### src/rtl/shwr_integral_multi_if.sv
// Trigger/sample bus between the shower trigger, the integrator and the event-readout registers.
interface shwr_integral_multi_if #(
  parameter int unsigned NCH        = 3,
  parameter int unsigned ADC_W      = 12,
  parameter int unsigned EXTRA_BITS = 2,
  parameter int unsigned AREA_W     = 19
);
  logic [NCH*ADC_W-1:0]              ADC;
  logic                              TRIGGERED;
  logic [11:0]                       WINDOW_LEN;
  logic [NCH*AREA_W-1:0]             INTEGRAL;
  logic [NCH*(ADC_W+EXTRA_BITS)-1:0] BASELINE;
  logic [NCH*ADC_W-1:0]              PEAK;
  logic [NCH-1:0]                    SATURATED;
  logic                              BUSY;
  logic                              DONE;

  modport master (
    output ADC, TRIGGERED, WINDOW_LEN,
    input  INTEGRAL, BASELINE, PEAK, SATURATED, BUSY, DONE
  );

  modport slave (
    input  ADC, TRIGGERED, WINDOW_LEN,
    output INTEGRAL, BASELINE, PEAK, SATURATED, BUSY, DONE
  );
endinterface

### src/rtl/shwr_integral_multi.sv
// Multi-channel shower integral: idle baseline tracking, triggered window integration,
// per-channel integral / peak / saturation capture with a DONE strobe.
module shwr_integral_multi #(
  parameter int unsigned NCH        = 3,
  parameter int unsigned ADC_W      = 12,
  parameter int unsigned FRAC_W     = 6,
  parameter int unsigned EXTRA_BITS = 2,
  parameter int unsigned AREA_W     = 19,
  parameter int unsigned PRE_DLY    = 4,
  parameter int unsigned SAT_LEVEL  = 4095,
  parameter int unsigned BL_INIT    = 250
) (
  input logic                  CLK120,
  input logic                  RESET,
  shwr_integral_multi_if.slave bus
);
  localparam int unsigned LB_W  = ADC_W + FRAC_W;
  localparam int unsigned LBX_W = LB_W + 1;
  localparam int unsigned ACC_W = ADC_W + FRAC_W + 13;
  localparam int unsigned BL_W  = ADC_W + EXTRA_BITS;
  localparam int unsigned RB_W  = ADC_W + 1;
  localparam int unsigned CNT_W = 12;
  localparam int unsigned HALF  = 1 << (FRAC_W - 1);

  typedef enum logic [1:0] {S_IDLE, S_INTEG, S_HOLD} state_t;

  state_t                  state, state_nxt;
  logic [ADC_W-1:0]        dly     [NCH][PRE_DLY+1];
  logic [ADC_W-1:0]        adcd    [NCH];
  logic [LB_W-1:0]         adcl    [NCH];
  logic [LB_W-1:0]         lb      [NCH];
  logic [LB_W-1:0]         fb      [NCH];
  logic [RB_W-1:0]         rb      [NCH];
  logic signed [ACC_W-1:0] acc     [NCH];
  logic signed [ACC_W-1:0] acc_nxt [NCH];
  logic [ADC_W-1:0]        mx      [NCH];
  logic [ADC_W-1:0]        mx_nxt  [NCH];
  logic [NCH-1:0]          sat, sat_nxt;
  logic [CNT_W-1:0]        cnt, win_last;
  logic                    trig_prev, accept, win_end;

  // Step the fixed-point baseline one LSB towards the sample, saturating at both ends.
  function automatic logic [LB_W-1:0] track(input logic [LB_W-1:0] lbv, input logic [LB_W-1:0] x);
    if (x > lbv && lbv != '1)      return lbv + LB_W'(1);
    else if (x < lbv && lbv != '0) return lbv - LB_W'(1);
    else                           return lbv;
  endfunction

  function automatic logic [AREA_W-1:0] clamp_area(input logic signed [ACC_W-1:0] a);
    logic signed [ACC_W-1:0] s;
    s = a >>> FRAC_W;
    if (s[ACC_W-1])              return '0;
    else if (|s[ACC_W-2:AREA_W]) return '1;
    else                         return s[AREA_W-1:0];
  endfunction

  function automatic logic [ADC_W-1:0] peak_of(input logic [ADC_W-1:0] m, input logic [RB_W-1:0] r);
    if (RB_W'(m) > r) return ADC_W'(RB_W'(m) - r);
    else              return '0;
  endfunction

  always_ff @(posedge CLK120 or posedge RESET) begin
    if (RESET) state <= S_IDLE;
    else       state <= state_nxt;
  end

  always_comb begin
    state_nxt = state;
    accept    = 1'b0;
    win_end   = 1'b0;
    unique case (state)
      S_IDLE:  if (bus.TRIGGERED && !trig_prev) begin
                 accept    = 1'b1;
                 state_nxt = S_INTEG;
               end
      S_INTEG: if (cnt == win_last) begin
                 win_end   = 1'b1;
                 state_nxt = S_HOLD;
               end
      S_HOLD:  if (!bus.TRIGGERED) state_nxt = S_IDLE;
      default: state_nxt = S_IDLE;
    endcase
  end

  // Per-channel next-sample arithmetic on the delayed sample.
  always_comb begin
    for (int c = 0; c < NCH; c++) begin
      adcd[c]    = dly[c][PRE_DLY];
      adcl[c]    = {adcd[c], {FRAC_W{1'b0}}};
      acc_nxt[c] = acc[c] + $signed(ACC_W'(adcl[c])) - $signed(ACC_W'(fb[c]));
      mx_nxt[c]  = (adcd[c] > mx[c]) ? adcd[c] : mx[c];
      sat_nxt[c] = sat[c] | (adcd[c] >= ADC_W'(SAT_LEVEL));
    end
  end

  always_ff @(posedge CLK120 or posedge RESET) begin
    if (RESET) begin
      trig_prev     <= 1'b1;
      cnt           <= '0;
      win_last      <= '0;
      sat           <= '0;
      bus.BUSY      <= 1'b0;
      bus.DONE      <= 1'b0;
      bus.INTEGRAL  <= '0;
      bus.PEAK      <= '0;
      bus.SATURATED <= '0;
      for (int c = 0; c < NCH; c++) begin
        for (int i = 0; i <= PRE_DLY; i++) dly[c][i] <= '0;
        lb[c]  <= LB_W'(BL_INIT << FRAC_W);
        fb[c]  <= LB_W'(BL_INIT << FRAC_W);
        rb[c]  <= RB_W'(BL_INIT);
        acc[c] <= '0;
        mx[c]  <= '0;
        bus.BASELINE[c*BL_W +: BL_W] <= BL_W'(BL_INIT << EXTRA_BITS);
      end
    end else begin
      trig_prev <= bus.TRIGGERED;
      bus.BUSY  <= (state_nxt != S_IDLE);
      bus.DONE  <= win_end;

      // Window length is latched at acceptance; zero means a single sample.
      if (accept) begin
        cnt      <= '0;
        win_last <= (bus.WINDOW_LEN == 12'd0) ? '0 : CNT_W'(bus.WINDOW_LEN - 12'd1);
      end else if (state == S_INTEG) begin
        cnt <= cnt + CNT_W'(1);
      end

      for (int c = 0; c < NCH; c++) begin
        dly[c][0] <= bus.ADC[c*ADC_W +: ADC_W];
        for (int i = 1; i <= PRE_DLY; i++) dly[c][i] <= dly[c][i-1];

        if (state == S_IDLE) begin
          lb[c] <= track(lb[c], adcl[c]);
          bus.BASELINE[c*BL_W +: BL_W] <= BL_W'(lb[c] >> (FRAC_W - EXTRA_BITS));
        end

        if (accept) begin
          fb[c]  <= lb[c];
          rb[c]  <= RB_W'((LBX_W'(lb[c]) + LBX_W'(HALF)) >> FRAC_W);
          acc[c] <= '0;
          mx[c]  <= '0;
          sat[c] <= 1'b0;
        end else if (state == S_INTEG) begin
          acc[c] <= acc_nxt[c];
          mx[c]  <= mx_nxt[c];
          sat[c] <= sat_nxt[c];
        end

        if (win_end) begin
          bus.INTEGRAL[c*AREA_W +: AREA_W] <= clamp_area(acc_nxt[c]);
          bus.PEAK[c*ADC_W +: ADC_W]       <= peak_of(mx_nxt[c], rb[c]);
          bus.SATURATED[c]                 <= sat_nxt[c];
        end
      end
    end
  end
endmodule

### src/flat_wrapper.sv
// flat-port wrapper written by rule: the top's interface ports become plain ports
module shwr_integral_multi_flat 
#(
  parameter int unsigned NCH        = 3,
  parameter int unsigned ADC_W      = 12,
  parameter int unsigned FRAC_W     = 6,
  parameter int unsigned EXTRA_BITS = 2,
  parameter int unsigned AREA_W     = 19,
  parameter int unsigned PRE_DLY    = 4,
  parameter int unsigned SAT_LEVEL  = 4095,
  parameter int unsigned BL_INIT    = 250
)
  (CLK120, RESET, bus_ADC, bus_TRIGGERED, bus_WINDOW_LEN, bus_INTEGRAL, bus_BASELINE, bus_PEAK, bus_SATURATED, bus_BUSY, bus_DONE);
  shwr_integral_multi_if #(.NCH(NCH), .ADC_W(ADC_W), .EXTRA_BITS(EXTRA_BITS), .AREA_W(AREA_W)) bus_i ();
  input logic CLK120;
  input logic RESET;
  input wire logic [$bits(bus_i.ADC)-1:0] bus_ADC;
  input wire logic [$bits(bus_i.TRIGGERED)-1:0] bus_TRIGGERED;
  input wire logic [$bits(bus_i.WINDOW_LEN)-1:0] bus_WINDOW_LEN;
  output wire logic [$bits(bus_i.INTEGRAL)-1:0] bus_INTEGRAL;
  output wire logic [$bits(bus_i.BASELINE)-1:0] bus_BASELINE;
  output wire logic [$bits(bus_i.PEAK)-1:0] bus_PEAK;
  output wire logic [$bits(bus_i.SATURATED)-1:0] bus_SATURATED;
  output wire logic [$bits(bus_i.BUSY)-1:0] bus_BUSY;
  output wire logic [$bits(bus_i.DONE)-1:0] bus_DONE;
  assign bus_i.ADC = bus_ADC;
  assign bus_i.TRIGGERED = bus_TRIGGERED;
  assign bus_i.WINDOW_LEN = bus_WINDOW_LEN;
  assign bus_INTEGRAL = bus_i.INTEGRAL;
  assign bus_BASELINE = bus_i.BASELINE;
  assign bus_PEAK = bus_i.PEAK;
  assign bus_SATURATED = bus_i.SATURATED;
  assign bus_BUSY = bus_i.BUSY;
  assign bus_DONE = bus_i.DONE;
  shwr_integral_multi #(.NCH(NCH), .ADC_W(ADC_W), .FRAC_W(FRAC_W), .EXTRA_BITS(EXTRA_BITS), .AREA_W(AREA_W), .PRE_DLY(PRE_DLY), .SAT_LEVEL(SAT_LEVEL), .BL_INIT(BL_INIT)) u_core (.CLK120(CLK120), .RESET(RESET), .bus(bus_i));
endmodule
### config.mk
export PLATFORM = sky130hd
export DESIGN_NAME = shwr_integral_multi_flat
export DESIGN_NICKNAME = d
export VERILOG_FILES = /design/src/rtl/shwr_integral_multi_if.sv /design/src/rtl/shwr_integral_multi.sv /design/src/flat_wrapper.sv
export SDC_FILE = /design/constraint.sdc
export NUM_CORES = 2
export LEC_CHECK = 0
export BUFFER_PORTS_ARGS = -buffer_cell sky130_fd_sc_hd__buf_2
export CAP_MARGIN = 20
export CORE_UTILIZATION = 62
export DETAILED_ROUTE_END_ITERATION = 12
export PLACE_DENSITY = 0.9
export SYNTH_ARGS = -nofsm -noshare
export SYNTH_HDL_FRONTEND = slang
export SYNTH_SLANG_ARGS = --single-unit
export TNS_END_PERCENT = 50
### constraint.sdc
create_clock -name CLK120 -period 26 [get_ports CLK120]
set_input_delay 1.3 -clock CLK120 [delete_from_list [all_inputs] [get_ports CLK120]]
set_output_delay 1.3 -clock CLK120 [all_outputs]
set_load 0.01 [all_outputs]
Word-level counts from Yosys, hierarchy flattened
Index checks and enable logic that the tools add are counted.
- bitwise operators: 3
- eq/ne operators: 6
- order comparisons: 15
- reductions and logical operators: 24
- add/sub/neg operators: 20
- muxes and demuxes: 47
- operators with widths (operator ; number):
    two-way mux 31 bit ; 6
    two-way mux 12 bit ; 15
    two-way mux 19 bit ; 6
    two-way mux 18 bit ; 6
    adder 31 x 19 -> 31 bit ; 3
    subtractor 31 x 19 -> 31 bit ; 3
    adder 18 x 6 -> 19 bit (second input constant) ; 3
    adder 18 x 1 -> 18 bit (second input constant) ; 3
    greater-than comparator 18 bit ; 3
    < comparator 18 bit ; 3
    != test 18 bit (second input constant) ; 3
    nonzero test 18 bit ; 3
    subtractor 18 x 1 -> 18 bit (second input constant) ; 3
    greater-than comparator 12 x 13 -> 1 bit ; 3
    >= comparator 12 bit (second input constant) ; 3
    greater-than comparator 12 bit ; 3
    subtractor 12 bit ; 3
    OR reduction 6 bit ; 3
    adder 12 x 1 -> 12 bit (second input constant) ; 1
    == test 12 bit ; 1
    logical NOT 12 bit ; 1
    subtractor 12 x 1 -> 12 bit (second input constant) ; 1
    two-way mux 1 bit ; 10
    nonzero test 2 bit ; 5
    other kinds (9) ; 21
- word-level logic and storage cells: 156
- bits of input ports: 51
- register bits after elaboration: 626
- output and inout port bits: 140

Logic depth before layout (Yosys ltp)
- depth in word-level cells: 5
- gate-level depth with buffers: 26
- depth with buffers taken out: 25

Worst setup path before layout
OpenSTA, ideal clock, no wires.
- path type: register to register
- start point: register u_core.lb[47] (netlist bit)
- end point: register u_core.lb[52] (netlist bit)
- data required time: 25866 ps
- path buffers: 1
- setup time: 134 ps
- cell stages (with the launch flop): 24
- setup slack: 21172 ps
- arrival: 4694 ps
- clock period less this slack: 4828 ps
- cells stage by stage: dfstp_2 > clkbuf_1 > inv_1 > ha_1 > nand4_1 > or2_2 > nor3_1 > nor2_1 > o211ai_1 > nor2_1 > nor3_1 > inv_1 > ha_1 > nor2b_1 > o21ai_0 > a21boi_0 > o21ai_0 > a21oi_1 > a31oi_1 > a21oi_1 > a221o_1 > a21oi_1 > xor2_1 > o21ai_0
- word-level cells in the longest chain between the ends: 4
- elaborated cells between the ends (all ways): 12
- those cells by class: add/sub: 2; order compare: 2; eq/ne: 1; mux: 2; reduce/logical: 5
- ends and longest elaborated chain (what ; RTL line ; source):
    from (decl) ; shwr_integral_multi.sv:31 ; logic [LB_W-1:0] lb [NCH];
    from (signal, indexed assignment) ; shwr_integral_multi.sv:109 ; lb[c] <= LB_W'(BL_INIT << FRAC_W);
    from (signal, indexed assignment) ; shwr_integral_multi.sv:134 ; lb[c] <= track(lb[c], adcl[c]);
    < comparator 18 bit (tied with other cells) ; shwr_integral_multi.sv:45 ; else if (x < lbv && lbv != '0) return lbv - LB_W'(1);
    logical AND 1 bit (on tied branches) ; shwr_integral_multi.sv:45, shwr_integral_multi.sv:44 ;
    nonzero test 2 bit (no line) ; n/a ;
    AND reduction 2 bit (no line) ; n/a ;
Parallel ways exist; a longest one is shown, timed or not. The select of a mux whose other input is x is not followed.
A chain may end at the register's enable or synchronous reset.

Final worst setup path
Same ends and word-level chain as after synthesis.

==> impl_metrics.json <==
{
  "via_per_inst": 6.11,
  "wl_per_cell_um": 19.8,
  "cts_setup_buffers": 0,
  "drtIter0Drc": 2561,
  "hold_path_class": "reg -> reg",
  "drt-pass1-iter-count": 5,
  "max_freq_mhz": 164,
  "rsz0062_at_grt": "false",
  "antenna_found_initial": 0,
  "synth_edf_count": 0,
  "final_layout_size_suffix_gt1_share_pct": 14.5,
  "detailroute.via_count": 26500,
  "rr_startpoint": "u_core.lb[47]",
  "worstPathMaxFanout": 16,
  "synth_cells": 3433,
  "gp_congestion": 0.942,
  "synth_top_family_by_area": "compound AO/OA/AOI/OAI gates",
  "startpoint": "u_core.lb[47]",
  "die_height_um": 236,
  "cts.sinks": 626,
  "min_period_ns": 6.11,
  "worst_slack_ns": 19.89,
  "cts_buffer_depth": 3,
  "ant_nets": 0,
  "cp_cell_sequence": "inv_1, ha_1, nand4_1, or2_2, nor3_1, nor2_1, o211ai_1, nor2_1, nor3_1, inv_1, ha_1, nor2b_1, o21ai_0, a21boi_0, o21ai_0, a21oi_1, a31oi_1, a21oi_1, a221o_1, a21oi_1, xor2_1, o21ai_0",
  "num_antenna_cells": 0,
  "min-delay-start": "u_core.dly[151]",
  "post-route-period-util_pct": 23.5,
  "slowest_stage": "dfstp_2",
  "synthAdderAreaFrac_pct": 12.4,
  "drv_cap": 0,
  "cts_resized": 0,
  "syn_avg_cell_area_sq_um": 9.90,
  "synth-simple-area-share_pct": 11.8,
  "yosysUniqueCellTypes": 84,
  "path_clk_slew_ns": 0.06,
  "grt.total_usage_pct": 31.3,
  "tightest_slew_ns": 1.14,
  "timing.setup.tns_ns": 0,
  "status": "finished, final reports clean",
  "syn_to_final_growth_pct": 11.6,
  "initial_core_util_pct": 62.9,
  "startpoint_type": "register",
  "io_buffers": 190,
  "ys_ff_latch": 626,
  "fin_util_pct": 70.2,
  "dieArea_sq_mm": 0.0558,
  "wl_mm": 85.9,
  "grt_max_degree": 182,
  "place_hpwl_mm": 58.0,
  "setup_viol": 0,
  "drv_slew": 0,
  "coreArea_sq_mm": 0.0540,
  "critPathMaxStageDelay_ns": 0.65,
  "cp.required_ns": 26.46,
  "cts_buffers": 66,
  "muxShareOfSynthArea_pct": 2.11,
  "grt_pass1_vias": 26400,
  "cts_root_buf": "clkbuf_16",
  "max-slew-margin-rel_pct": 23.5,
  "nNetsFinal": 3945,
  "dominantRegCellSynth": "dfrtp_1",
  "synth-compound-area-share_pct": 16.1,
  "io_pins": 191,
  "worstSetupPathType": "reg -> reg",
  "grt_pass1_wl_mm": 140,
  "cts_tree": "built",
  "cp.arrival_ns": 6.57,
  "overflow": 0,
  "synth_fp_nets": 3795,
  "synthXorXnorAreaFrac_pct": 5.59,
  "cts_hold_buf": 0,
  "skew_ns": 0.0244,
  "h-tree-depth": 3,
  "drc": 0,
  "async_flop_share_pct": 100,
  "ys_warn_count": 0,
  "pre_cts_ws_ns": 20.29,
  "hold_viol": 0,
  "clkLatencyLatePin_ns": 0.61,
  "synth_area_sq_mm": 0.0340,
  "endpoint_kind": "register",
  "rows": 85,
  "die_x_um": 236,
  "ys_seq_area_share_pct": 46.4
}
-- logic make-up (layout without fill, tap and decap cells) --
| family | after synthesis | after routing |
|---|---|---|
| xor+xnor | 215 | 215 |
| compound gates | 847 | 847 |
| simple gates | 873 | 873 |
| flops | 626 | 626 |
| mux | 66 | 66 |
| buf+inv | 495 | 698 |
| fa+ha+maj | 311 | 311 |
-- worst max-delay path, delay by kind of cell, from the launching register on --
family / cells / cell delay [ns]
AOI/OAI and AO/OA: 10 / 2.27
and+or+nand+nor: 7 / 1.46
adders and majority gates: 2 / 0.78
DFF: 1 / 0.65
buffers and inverters: 2 / 0.62
xor gates and xnor gates: 1 / 0.17
-- final timing paths --
path / slack (ns) / depth (start not counted) / endpoint
max: 19.89 / 22 / u_core.lb[52]
min: 0.34 / 0 / u_core.dly[139]
max reg2reg: 19.89 / 22 / u_core.lb[52]
min reg2reg: 0.34 / 0 / u_core.dly[139]
max in group asynchronous: 23.35 / 4 / u_core.dly[105]
min in group asynchronous: 0.67 / 2 / u_core.dly[58]
-- cell type report --
type                            instances  area (sq um)
Fill cell                            3691         16100
Multi-Input combinational cell       2312         16400
Tap cell                              696           871
Clock buffer                           96          2010
Timing Repair Buffer                  214          1230
Clock inverter                         25           317
Sequential cell                       626         15800
Inverter                              363          1370
-- placed cells by master (no fill, tap or decap), types with 13 or more instances in the layout --
cell type  netlist  final
fa_1            45     45
xor2_1          86     86
a21o_1          91     91
nor4_1          16     16
inv_1          363    361
mux2_2          45     45
or2_2           13     13
ha_1           266    266
nand2_1        399    397
buf_4            1     16
nor2_1         136    135
nand3_1         80     80
o221a_1         13     13
dfstp_2         73     73
o21a_1          17     17
o31ai_1         94     94
dfrtp_1        553    553
and3_1          22     22
a31oi_1         16     16
o221a_2         26     26
a21oi_1        150    150
buf_2            3    191
nor3_1          54     53
nor2b_1         32     31
o21ai_0        310    310
nand2b_1        35     35
clkbuf_16        0     68
clkbuf_8         0     20
nand4_1         55     55
mux2i_1         21     21
xnor2_1        127    127
o211ai_1        13     13
-- state kept, by name (all words and copies together), names as in the netlist, 2 cells and up --
register and count:
u_core.cnt 12, u_core.rb 39, u_core.lb 54, u_core.bus.BASELINE 42, u_core.adcd 36, u_core.state 2
u_core.mx 36, u_core.fb 54, u_core.acc 93, u_core.dly 144, u_core.win_last 12, u_core.bus.PEAK 36
u_core.bus.SATURATED 3, u_core.sat 3, u_core.bus.INTEGRAL 57
-- per-stage QoR --
| stage | cell area [sq um] | std cells | hold slack [ns] |
|---|---|---|---|
| global route | 37900 | 4332 | 0.345 |
| finish | 37900 | 4332 | 0.340 |
| global placement | 35500 | 4205 | 0.332 |
| CTS | 37800 | 4326 | 0.343 |
| floorplan | 34000 | 3433 | 0.331 |
| detailed placement | 35500 | 4205 | 0.335 |
-- per-layer routing --
metal,routed length [um],vias to the layer above,part of all wire (%),track usage [%]
met3,6600,241,7.7,5.29
met4,3370,0,3.9,13.3
met1,36900,12900,43,44.1
li1,-,12200,-,-
met5,0,-,0,0
met2,39000,1158,45,48.3
-- synthesized netlist by cell type (11+ instances only) --
cell type | count | area (sq um)
or2_2 | 13 | 81.3
fa_1 | 45 | 901
xor2_1 | 86 | 753
o221a_2 | 26 | 293
o22ai_2 | 11 | 138
xnor2_1 | 127 | 1110
buf_1 | 13 | 48.8
o21ai_0 | 310 | 1550
clkbuf_1 | 111 | 417
nand3_1 | 80 | 400
o31ai_1 | 94 | 706
and3_1 | 22 | 138
dfstp_2 | 73 | 1920
a31oi_1 | 16 | 100
mux2_2 | 45 | 507
nor4_1 | 16 | 100
a21oi_1 | 150 | 751
o21bai_1 | 12 | 90.1
ha_1 | 266 | 3330
a21o_1 | 91 | 683
nand2_1 | 399 | 1500
mux2i_1 | 21 | 210
inv_1 | 363 | 1360
o221a_1 | 13 | 146
nand2b_1 | 35 | 219
o211ai_1 | 13 | 97.6
nor3_1 | 54 | 270
nand4_1 | 55 | 344
nor2_1 | 136 | 510
nor2b_1 | 32 | 200
dfrtp_1 | 553 | 13800
o21a_1 | 17 | 128
Power is not shown: default switching activity piles up to over one toggle a cycle in this logic, so the estimate is an artifact.
